### src/rtl/dram_port_arbiter_if.sv
// Bundle of the CPU, external-requester and DRAM signals around the data-DRAM port arbiter.
// slave modport: arbiter view (requests and dram_rdata in; grants, stall, read data and DRAM controls out).
// master modport: surrounding-system view (CPU, external requester and DRAM model), directions mirrored.
interface dram_port_arbiter_if;
    // CPU MEM-stage side
    logic        cpu_req;
    logic        cpu_wen;
    logic [31:0] cpu_addr;
    logic [31:0] cpu_wdata;
    logic [31:0] cpu_rdata;
    logic        cpu_stall;
    // External requester side (program loader / debug port)
    logic        ext_req;
    logic        ext_wen;
    logic [31:0] ext_addr;
    logic [31:0] ext_wdata;
    logic        ext_gnt;
    logic [31:0] ext_rdata;
    logic        ext_rvalid;
    // DRAM macro side
    logic [31:0] dram_addr;
    logic        dram_wen;
    logic [31:0] dram_wdata;
    logic [31:0] dram_rdata;

    modport slave (
        input  cpu_req, cpu_wen, cpu_addr, cpu_wdata,
        output cpu_rdata, cpu_stall,
        input  ext_req, ext_wen, ext_addr, ext_wdata,
        output ext_gnt, ext_rdata, ext_rvalid,
        output dram_addr, dram_wen, dram_wdata,
        input  dram_rdata
    );

    modport master (
        output cpu_req, cpu_wen, cpu_addr, cpu_wdata,
        input  cpu_rdata, cpu_stall,
        output ext_req, ext_wen, ext_addr, ext_wdata,
        input  ext_gnt, ext_rdata, ext_rvalid,
        input  dram_addr, dram_wen, dram_wdata,
        output dram_rdata
    );
endinterface

### src/rtl/dram_port_arbiter.sv
// Shares the single data-DRAM port between the CPU MEM stage and an external requester.
// Latency: writes complete in the grant cycle; reads return RD_LAT cycles after grant
// (CPU data combinationally in the completion cycle, external data registered one cycle later).
// Backpressure: cpu_stall holds the CPU until its access completes; ext_gnt is a one-cycle accept.
// Ports: clk, rst (synchronous, active-high), bus (dram_port_arbiter_if.slave).
module dram_port_arbiter #(
    parameter int RD_LAT     = 2,
    parameter int STARVE_MAX = 4
) (
    input  logic               clk,
    input  logic               rst,
    dram_port_arbiter_if.slave bus
);
    localparam int CW = (RD_LAT > 1) ? $clog2(RD_LAT) : 1;
    localparam int SW = (STARVE_MAX > 0) ? $clog2(STARVE_MAX + 1) : 1;

    typedef enum logic { IDLE, READ } state_t;
    typedef enum logic { OWN_CPU, OWN_EXT } owner_t;

    state_t         state_q, state_d;
    owner_t         owner_q, owner_d;
    logic [31:0]    addr_q, addr_d;
    logic [CW-1:0]  cnt_q, cnt_d;
    logic [SW-1:0]  starve_q, starve_d;
    logic [31:0]    ext_rdata_q, ext_rdata_d;
    logic           ext_rvalid_q, ext_rvalid_d;

    logic           cpu_win, ext_win, cpu_done, starve_hit;
    logic           win_wen;
    logic [31:0]    win_addr, win_wdata;

    always_ff @(posedge clk) begin
        if (rst) begin
            state_q      <= IDLE;
            owner_q      <= OWN_CPU;
            addr_q       <= '0;
            cnt_q        <= '0;
            starve_q     <= '0;
            ext_rdata_q  <= '0;
            ext_rvalid_q <= 1'b0;
        end else begin
            state_q      <= state_d;
            owner_q      <= owner_d;
            addr_q       <= addr_d;
            cnt_q        <= cnt_d;
            starve_q     <= starve_d;
            ext_rdata_q  <= ext_rdata_d;
            ext_rvalid_q <= ext_rvalid_d;
        end
    end

    always_comb begin
        state_d        = state_q;
        owner_d        = owner_q;
        addr_d         = addr_q;
        cnt_d          = cnt_q;
        starve_d       = starve_q;
        ext_rdata_d    = ext_rdata_q;
        ext_rvalid_d   = 1'b0;
        cpu_win        = 1'b0;
        ext_win        = 1'b0;
        cpu_done       = 1'b0;
        win_wen        = 1'b0;
        win_addr       = '0;
        win_wdata      = '0;
        starve_hit     = (starve_q == SW'(STARVE_MAX));
        bus.dram_addr  = '0;
        bus.dram_wen   = 1'b0;
        bus.dram_wdata = '0;
        bus.ext_gnt    = 1'b0;
        bus.cpu_stall  = 1'b0;
        bus.cpu_rdata  = '0;

        // While rst is high every combinational output stays at its default and
        // nothing below runs, which is also what aborts an in-flight read.
        if (!rst) begin
            if (state_q == IDLE) begin
                // CPU has fixed priority unless the external side has been passed over
                // STARVE_MAX times in a row.
                ext_win = bus.ext_req && (!bus.cpu_req || starve_hit);
                cpu_win = bus.cpu_req && !ext_win;

                if (cpu_win) begin
                    win_wen   = bus.cpu_wen;
                    win_addr  = bus.cpu_addr;
                    win_wdata = bus.cpu_wdata;
                    cpu_done  = bus.cpu_wen;
                end else if (ext_win) begin
                    win_wen     = bus.ext_wen;
                    win_addr    = bus.ext_addr;
                    win_wdata   = bus.ext_wdata;
                    bus.ext_gnt = 1'b1;
                end

                bus.dram_addr  = win_addr;
                bus.dram_wen   = win_wen;
                bus.dram_wdata = win_wen ? win_wdata : '0;

                // Writes finish in the grant cycle and stay in IDLE; reads hold the
                // port and keep the address stable for the DRAM latency.
                if ((cpu_win || ext_win) && !win_wen) begin
                    state_d = READ;
                    owner_d = cpu_win ? OWN_CPU : OWN_EXT;
                    addr_d  = win_addr;
                    cnt_d   = CW'(RD_LAT - 1);
                end
            end else begin
                bus.dram_addr = addr_q;
                if (cnt_q == '0) begin
                    state_d = IDLE;
                    if (owner_q == OWN_CPU) begin
                        bus.cpu_rdata = bus.dram_rdata;
                        cpu_done      = 1'b1;
                    end else begin
                        ext_rdata_d  = bus.dram_rdata;
                        ext_rvalid_d = 1'b1;
                    end
                end else begin
                    cnt_d = cnt_q - 1'b1;
                end
            end

            if (!bus.ext_req || ext_win) begin
                starve_d = '0;
            end else if (cpu_win && !starve_hit) begin
                starve_d = starve_q + 1'b1;
            end

            bus.cpu_stall = bus.cpu_req && !cpu_done;
        end
    end

    assign bus.ext_rdata  = ext_rdata_q;
    assign bus.ext_rvalid = ext_rvalid_q;
endmodule

### src/flat_wrapper.sv
// flat-port wrapper written by rule: the top's interface ports become plain ports
module dram_port_arbiter_flat 
#(
    parameter int RD_LAT     = 2,
    parameter int STARVE_MAX = 4
)
  (clk, rst, bus_cpu_req, bus_cpu_wen, bus_cpu_addr, bus_cpu_wdata, bus_cpu_rdata, bus_cpu_stall, bus_ext_req, bus_ext_wen, bus_ext_addr, bus_ext_wdata, bus_ext_gnt, bus_ext_rdata, bus_ext_rvalid, bus_dram_addr, bus_dram_wen, bus_dram_wdata, bus_dram_rdata);
  dram_port_arbiter_if bus_i ();
  input  logic clk;
  input  logic rst;
  input wire logic [$bits(bus_i.cpu_req)-1:0] bus_cpu_req;
  input wire logic [$bits(bus_i.cpu_wen)-1:0] bus_cpu_wen;
  input wire logic [$bits(bus_i.cpu_addr)-1:0] bus_cpu_addr;
  input wire logic [$bits(bus_i.cpu_wdata)-1:0] bus_cpu_wdata;
  output wire logic [$bits(bus_i.cpu_rdata)-1:0] bus_cpu_rdata;
  output wire logic [$bits(bus_i.cpu_stall)-1:0] bus_cpu_stall;
  input wire logic [$bits(bus_i.ext_req)-1:0] bus_ext_req;
  input wire logic [$bits(bus_i.ext_wen)-1:0] bus_ext_wen;
  input wire logic [$bits(bus_i.ext_addr)-1:0] bus_ext_addr;
  input wire logic [$bits(bus_i.ext_wdata)-1:0] bus_ext_wdata;
  output wire logic [$bits(bus_i.ext_gnt)-1:0] bus_ext_gnt;
  output wire logic [$bits(bus_i.ext_rdata)-1:0] bus_ext_rdata;
  output wire logic [$bits(bus_i.ext_rvalid)-1:0] bus_ext_rvalid;
  output wire logic [$bits(bus_i.dram_addr)-1:0] bus_dram_addr;
  output wire logic [$bits(bus_i.dram_wen)-1:0] bus_dram_wen;
  output wire logic [$bits(bus_i.dram_wdata)-1:0] bus_dram_wdata;
  input wire logic [$bits(bus_i.dram_rdata)-1:0] bus_dram_rdata;
  assign bus_i.cpu_req = bus_cpu_req;
  assign bus_i.cpu_wen = bus_cpu_wen;
  assign bus_i.cpu_addr = bus_cpu_addr;
  assign bus_i.cpu_wdata = bus_cpu_wdata;
  assign bus_cpu_rdata = bus_i.cpu_rdata;
  assign bus_cpu_stall = bus_i.cpu_stall;
  assign bus_i.ext_req = bus_ext_req;
  assign bus_i.ext_wen = bus_ext_wen;
  assign bus_i.ext_addr = bus_ext_addr;
  assign bus_i.ext_wdata = bus_ext_wdata;
  assign bus_ext_gnt = bus_i.ext_gnt;
  assign bus_ext_rdata = bus_i.ext_rdata;
  assign bus_ext_rvalid = bus_i.ext_rvalid;
  assign bus_dram_addr = bus_i.dram_addr;
  assign bus_dram_wen = bus_i.dram_wen;
  assign bus_dram_wdata = bus_i.dram_wdata;
  assign bus_i.dram_rdata = bus_dram_rdata;
  dram_port_arbiter #(.RD_LAT(RD_LAT), .STARVE_MAX(STARVE_MAX)) u_core (.clk(clk), .rst(rst), .bus(bus_i));
endmodule
### config.mk
export PLATFORM = sky130hd
export DESIGN_NAME = dram_port_arbiter_flat
export DESIGN_NICKNAME = d
export VERILOG_FILES = /design/src/rtl/dram_port_arbiter_if.sv /design/src/rtl/dram_port_arbiter.sv /design/src/flat_wrapper.sv
export SDC_FILE = /design/constraint.sdc
export NUM_CORES = 1
export LEC_CHECK = 0
export ABC_AREA = 1
export BUFFER_PORTS_ARGS = -buffer_cell sky130_fd_sc_hd__buf_2
export CAP_MARGIN = 30
export CELL_PAD_IN_SITES_DETAIL_PLACEMENT = 0
export CELL_PAD_IN_SITES_GLOBAL_PLACEMENT = 1
export CORE_UTILIZATION = 28
export CTS_CLUSTER_SIZE = 14
export DETAILED_ROUTE_END_ITERATION = 6
export PLACE_DENSITY_LB_ADDON = 0.1
export SYNTH_ARGS = -nofsm -noshare
export SYNTH_HDL_FRONTEND = slang
export SYNTH_SLANG_ARGS = --single-unit
### constraint.sdc
create_clock -name clk -period 5 [get_ports clk]
set_clock_uncertainty 0.05 [all_clocks]
set_input_delay 0.75 -clock clk [delete_from_list [all_inputs] [get_ports clk]]
set_output_delay 0.75 -clock clk [all_outputs]
set_load 0.1 [all_outputs]
==> flow_summary.yaml, run 1 <==
status:
  status: "finished, final reports clean"
die:
  top_level_ports: 298
  core.rowCount: 45
  floorplan.die_area_um2: 16200
  die_width_um: 127
  core-area_um2: 15300
  die-height_um: 127
  floorplan.initialDensity_pct: 28.7
synthesis:
  synth-compound-area-share_pct: 17.4
  synth_top_area_cell: "dfxtp_1"
  synth_cell_type_count: 25
  synthesis.instances: 753
  synthesis.area_um2: 4390
  avgSynthCellArea_um2: 5.82
  yosys_most_used_dff: "dfxtp_1"
  yosys-mux-area-fraction_pct: 0
  synth.top_cells.by_area: "dfxtp_1, nand2_1, nor2_1"
  synth_fa_ha_area_share_pct: 0.571
  yosys.area_share.simple_pct: 36.1
  synth-edff-count: 0
  ys_seq_elements: 71
  synth_xor_xnor_area_share_pct: 0.200
  mappedNetlistNets: 921
  async_flop_share_pct: 0
  yosys_warnings: 0
  yosysSeqAreaShare_pct: 32.4
  netlist.area_leader.share_pct: 32.4
  synth_top_family_by_area: "simple AND/OR/NAND/NOR gates"
clock_network:
  holdBufCountCts: 0
  clkSlewWorstSetupHoldPaths_ps: 50
  cts_resized: 0
  clk-insertion-delay-late_ps: 330
  tritoncts.num_buffers: 9
  numClockSinks: 71
  h-tree-depth: 3
  root_buffer: "clkbuf_16"
  postCtsSetupRepairBufs: 0
  tritoncts: "done"
  max-clock-path-buffers: 2
placed_design:
  buffer_ports.inserted: 297
  dpl_cell_area_um2: 6440
  hpwlAfterDp_um: 11700
  place.gp.congestion: 0.734
route:
  via_per_inst: 4.33
  vias: 5330
  antenna_left: 0
  routed_wirelength_um: 15900
  routedWlPerCell_um: 12.9
  drtPass1Iterations: 4
  drc_errors: 0
  drt_iter0_drc: 277
global_route:
  antenna_found_initial: 2
  first_pass_grt_wire_length_um: 24100
  globalRouteTotalUtil_pct: 19.0
  grt_max_degree: 77
  grt-ovfl-total: 0
  grt_pass1_vias: 4595
worst_setup_path:
  setup.worst_path.start_class: "flop"
  critPathMaxFanout: 30
  timing.critical_path.required_ps: 4200
  critical-path-top-cell-by-count: "nand2_1"
  path_cells: "inv_1 > ha_1 > nand2_1 > nand2_1 > nand2_2 > inv_2 > nor2_4 > buf_4 > nand2_1 > nand2_1 > o21ai_0 > inv_1 > buf_2"
  cp.arrival_ps: 2900
  worstSetupEndpointType: "output pin"
  worst_path_largest_cell_delay_ps: 550
  critPathKind: "reg2out"
  reg2reg_slack_ps: 2710
  crit_slowest_cell: "nor2_4"
final_layout:
  fin_area_um2: 6710
  most-common-layout-cells: "buf_2, nand2_1, nor2_1, inv_1, dfxtp_1"
  finalNetCount: 1184
  drive_above_1_share_pct: 32.6
  flow.area_growth_from_synthesis_pct: 53.0
  most_common_cell_after_layout_fill_and_taps_aside: "buf_2"
  num_antenna_cells: 0
  filler_cell_count: 1695
timing:
  fmax_mhz: 270
  period_minus_slack_ps: 3700
  slew_headroom_pct: 50.3
  tns_ps: 0
  finalHoldViolCount: 0
  fin_crit_sh_pct: 74.0
  grt_setup_unrepaired: "no"
  finalSetupViolCount: 0
  worst_pin_slew_ps: 745
  timing_max_transition_violations_final: 0
min_path:
  hold_path_class: "reg2reg"
job:
  reported_max_cap_violation_count: 0
power:
  power.leakage_nw: 3.84
  powerDensity_nw_per_um2: 301
  vdd.ir_drop.worst_mv: 0.135
[flip-flops by register name, indices dropped and copies added (netlist names)]
signal,count
u_core.owner_q,1
u_core.starve_q,3
u_core.cnt_q,1
u_core.bus.ext_rvalid,1
u_core.bus.ext_rdata,32
u_core.state_q,1
u_core.addr_q,32
[logic make-up (layout without fill, tap and decap cells)]
group / count (synthesis) / in the layout
buffers and inverters: 132 / 399
XOR/XNOR: 1 / 1
AND/OR/NAND/NOR: 412 / 412
AO/OA/AOI/OAI: 135 / 135
flip-flops: 71 / 71
adder cells (fa/ha/maj): 2 / 2
[routing by layer]
| layer | share of wire [%] | vias up | track usage, % |
|---|---|---|---|
| met5 | 0 | - | 0 |
| met4 | 1.0 | 0 | 5.46 |
| met3 | 6.1 | 13 | 3.52 |
| met2 | 50 | 177 | 33.5 |
| met1 | 43 | 2293 | 23.5 |
| li1 | - | 2847 | - |
[critical path: cells and delay by family, from the launching register on]
kind | cells | cell delay (ps)
buffers and inverters | 5 | 960
flip-flops | 1 | 360
adder cells (fa/ha/maj) | 1 | 200
AND/OR/NAND/NOR | 6 | 960
AO/OA/AOI/OAI | 1 | 80
[cell usage after synthesis (all sizes together), types with 2 or more instances]
cell,number
a21oi,36
buf,33
nor2,199
inv,77
a22oi,32
nand2,204
clkbuf,22
ha,2
nand3,6
dfxtp,71
o21ai,64
o211ai,2
[path summary, 6_finish.rpt]
kind	endpoint	from	cells after the start
min	u_core.starve_q[0]	u_core.starve_q[0]	2
max	bus_dram_addr[8]	u_core.starve_q[0]	13
min reg2reg	u_core.starve_q[0]	u_core.starve_q[0]	2
max reg2reg	u_core.addr_q[9]	u_core.starve_q[0]	12
[final cells by class]
cell class	count	area, µm²	area share, %
tap	211	264	3.93
inverter	77	289	4.31
multi-input combinational	550	2390	35.7
clock inverter	5	33.8	0.503
sequential	71	1420	21.2
timing repair buffer	307	2070	30.8
clock buffer	10	239	3.56
[stage by stage]
stage / utilization [%] / setup WS [ps] / power (mW) / hold WS, ps / cells
final: 44.0 / 1300 / 2.02 / 436 / 1231
after global routing: 44.0 / 985 / 2.14 / 463 / 1231
after CTS: 44.0 / 1220 / 2.05 / 435 / 1231
after detailed placement: 42.2 / 1390 / 1.45 / 423 / 1216
after global placement: 42.1 / 1450 / 1.46 / 416 / 1215
after floorplan: - / 1510 / 1.26 / 404 / 753
[power breakdown]
| group | switching, mW | internal (mW) | leakage (nW) |
|---|---|---|---|
| combinational | 0.616 | 0.190 | 3.13 |
| sequential | 0.0201 | 0.610 | 0.582 |
| clock | 0.237 | 0.346 | 0.131 |
| total | 0.873 | 1.15 | 3.84 |
(Power assumes the default switching activity.)
==> run 2: changes to the inputs <==
--- a/config.mk
+++ b/config.mk
@@ -10,7 +10,7 @@
 export CAP_MARGIN = 30
 export CELL_PAD_IN_SITES_DETAIL_PLACEMENT = 0
 export CELL_PAD_IN_SITES_GLOBAL_PLACEMENT = 1
-export CORE_UTILIZATION = 28
+export CORE_UTILIZATION = 24
 export CTS_CLUSTER_SIZE = 14
 export DETAILED_ROUTE_END_ITERATION = 6
 export PLACE_DENSITY_LB_ADDON = 0.1
==> constraint.sdc (replaced) <==
create_clock -name clk -period 3.4 [get_ports clk]
set_clock_uncertainty 0.05 [all_clocks]
set_input_delay 0.51 -clock clk [delete_from_list [all_inputs] [get_ports clk]]
set_output_delay 0.51 -clock clk [all_outputs]
set_load 0.1 [all_outputs]
==> run 2 against run 1 <==
First-iteration DRC count decreased by 21%. Final cell count up 1.9%. Combinational power grew 64%. Clock-buffer cell count is the same. Register-to-register slack worse by 1300 ps. Sequential power up 47%. Hold slack worse by 77 ps. Sequential share of layout area is 2.5 points lower. Routed wire length grew 5.8%. Critical path depth stayed put. Flip-flop and latch count did not move. Global-route usage shrank 1.4 points.
==> flow_summary.yaml, run 2 (synthesis results as in run 1) <==
status:
  status: "finished, final reports clean"
die:
  die_width_um: 137
  core.rowCount: 49
  die-height_um: 137
  top_level_ports: 298
  core-area_um2: 18000
  floorplan.die_area_um2: 18800
  floorplan.initialDensity_pct: 24.4
worst_setup_path:
  critical-path-top-cell-by-count: "nand2_1"
  ff_to_ff_end: "u_core.addr_q[13]"
  worst_path_largest_cell_delay_ps: 420
  timing.critical_path.from: "u_core.starve_q[0]"
  timing.critical_path.required_ps: 2840
  worstReg2RegStart: "u_core.starve_q[0]"
  worstSetupEndpointType: "output pin"
  crit_slowest_cell: "buf_2"
  setup.worst_path.start_class: "flop"
  path_cells: "inv_1 > ha_1 > nand2_1 > nand2_1 > nand2_2 > inv_2 > nor2_4 > buf_12 > nand2_1 > nand2_1 > o21ai_0 > inv_1 > buf_2"
  cp.arrival_ps: 2440
  critPathMaxFanout: 19
  number_of_cells_on_the_worst_reg_to_reg_path: 11
  critPathKind: "reg2out"
  reg2reg_slack_ps: 1380
timing:
  finalSetupViolCount: 0
  tns_ps: 0
  finalHoldViolCount: 0
  final.hold.worst_slack_ps: 360
  fin_crit_sh_pct: 88.3
  worst_pin_slew_ps: 663
  period_minus_slack_ps: 3000
  setup_slack_ps: 399
  fmax_mhz: 333
  grt_setup_unrepaired: "no"
  timing_max_transition_violations_final: 0
  slew_headroom_pct: 55.8
placed_design:
  buffer_ports.inserted: 297
  hpwlAfterDp_um: 12500
  place_ws_ps: 695
  place.gp.congestion: 0.763
clock_network:
  max-clock-path-buffers: 2
  numClockSinks: 71
  postCtsSetupRepairBufs: 0
  clkSlewWorstSetupHoldPaths_ps: 60
  root_buffer: "clkbuf_16"
  cts_resized: 0
  tritoncts: "done"
  holdBufCountCts: 0
  clk-insertion-delay-late_ps: 330
  tritoncts.num_buffers: 9
  h-tree-depth: 3
final_layout:
  most-common-layout-cells: "buf_2, nand2_1, nor2_1, buf_12, inv_1"
  num_antenna_cells: 0
  flow.area_growth_from_synthesis_pct: 73.8
  filler_cell_count: 1944
  finalNetCount: 1188
  utilization_pct: 42.4
  drive_above_1_share_pct: 32.9
  most_common_cell_after_layout_fill_and_taps_aside: "buf_2"
route:
  antenna_left: 0
  drt_iter0_drc: 218
  routedWlPerCell_um: 13.4
  drc_errors: 0
  routed_wirelength_um: 16800
  via_per_inst: 4.36
  drtPass1Iterations: 4
  vias: 5467
min_path:
  timing.hold.worst_path_depth: 3
  hold_path.startpoint: "bus_dram_rdata[11]"
  endpoint_worst_hold: "u_core.bus.ext_rdata[11]"
  hold_path_class: "in2reg"
power:
  p_total_mw: 3.25
  vdd.ir_drop.worst_mv: 0.231
  powerDensity_nw_per_um2: 426
  power.leakage_nw: 4.05
job:
  reported_max_cap_violation_count: 0
global_route:
  grt-ovfl-total: 0
  first_pass_grt_wire_length_um: 25600
  grt_pass1_vias: 5050
  antenna_found_initial: 0
  globalRouteTotalUtil_pct: 17.6
  grt_max_degree: 68
run 2: cell types whose count changed in the layout (fill, tap and decap cells not counted):
cell and change:
buf_12 +55, buf_2 -52, buf_4 +1, bufinv_16 +2
clkbuf_1 +1, clkbuf_8 -1, inv_6 -1
run 2: how the worst max path moves through the flow:
stage	slack, ps	cells past startpoint	end
after floorplan	280	11	bus_dram_wdata[10]
after global routing	160	14	bus_dram_addr[11]
after global placement	740	11	bus_dram_addr[23]
after detailed placement	690	11	bus_dram_addr[0]
after CTS	340	13	bus_dram_addr[23]
final	400	13	bus_dram_addr[0]
run 2: routing by layer:
| metal | share of wire (%) | global-route usage [%] |
|---|---|---|
| met1 | 40 | 19.8 |
| met2 | 49 | 30.8 |
| met3 | 10 | 5.74 |
| met4 | 1.4 | 6.35 |
| met5 | 0 | 0 |
run 2: stage by stage:
| stage | instances | cell area, µm² |
|---|---|---|
| after CTS | 1254 | 7620 |
| after floorplan | 753 | 4390 |
| after detailed placement | 1238 | 7310 |
| after global placement | 1238 | 7310 |
| final | 1254 | 7620 |
| after global routing | 1254 | 7620 |
run 2: critical path, delay by kind of cell (launching register included):
family / cells / cell delay [ps]
compound gates: 1 / 110
flops: 1 / 340
fa+ha+maj: 1 / 180
buf+inv: 5 / 820
simple gates: 6 / 630
run 2: where the power goes:
group          switching [mW]  total [mW]  internal (mW)
combinational           0.934        1.32          0.389
clock                   0.364        1.00          0.640
sequential             0.0252       0.923          0.897
total                    1.32        3.25           1.93
run 2: cell type report:
type | count | area [µm²] | share of cell area (%)
Clock buffer | 10 | 229 | 3.00
Clock inverter | 6 | 85.1 | 1.12
Inverter | 77 | 289 | 3.79
Multi-Input combinational cell | 550 | 2390 | 31.4
Sequential cell | 71 | 1420 | 18.7
Tap cell | 229 | 287 | 3.76
Timing Repair Buffer | 311 | 2920 | 38.3
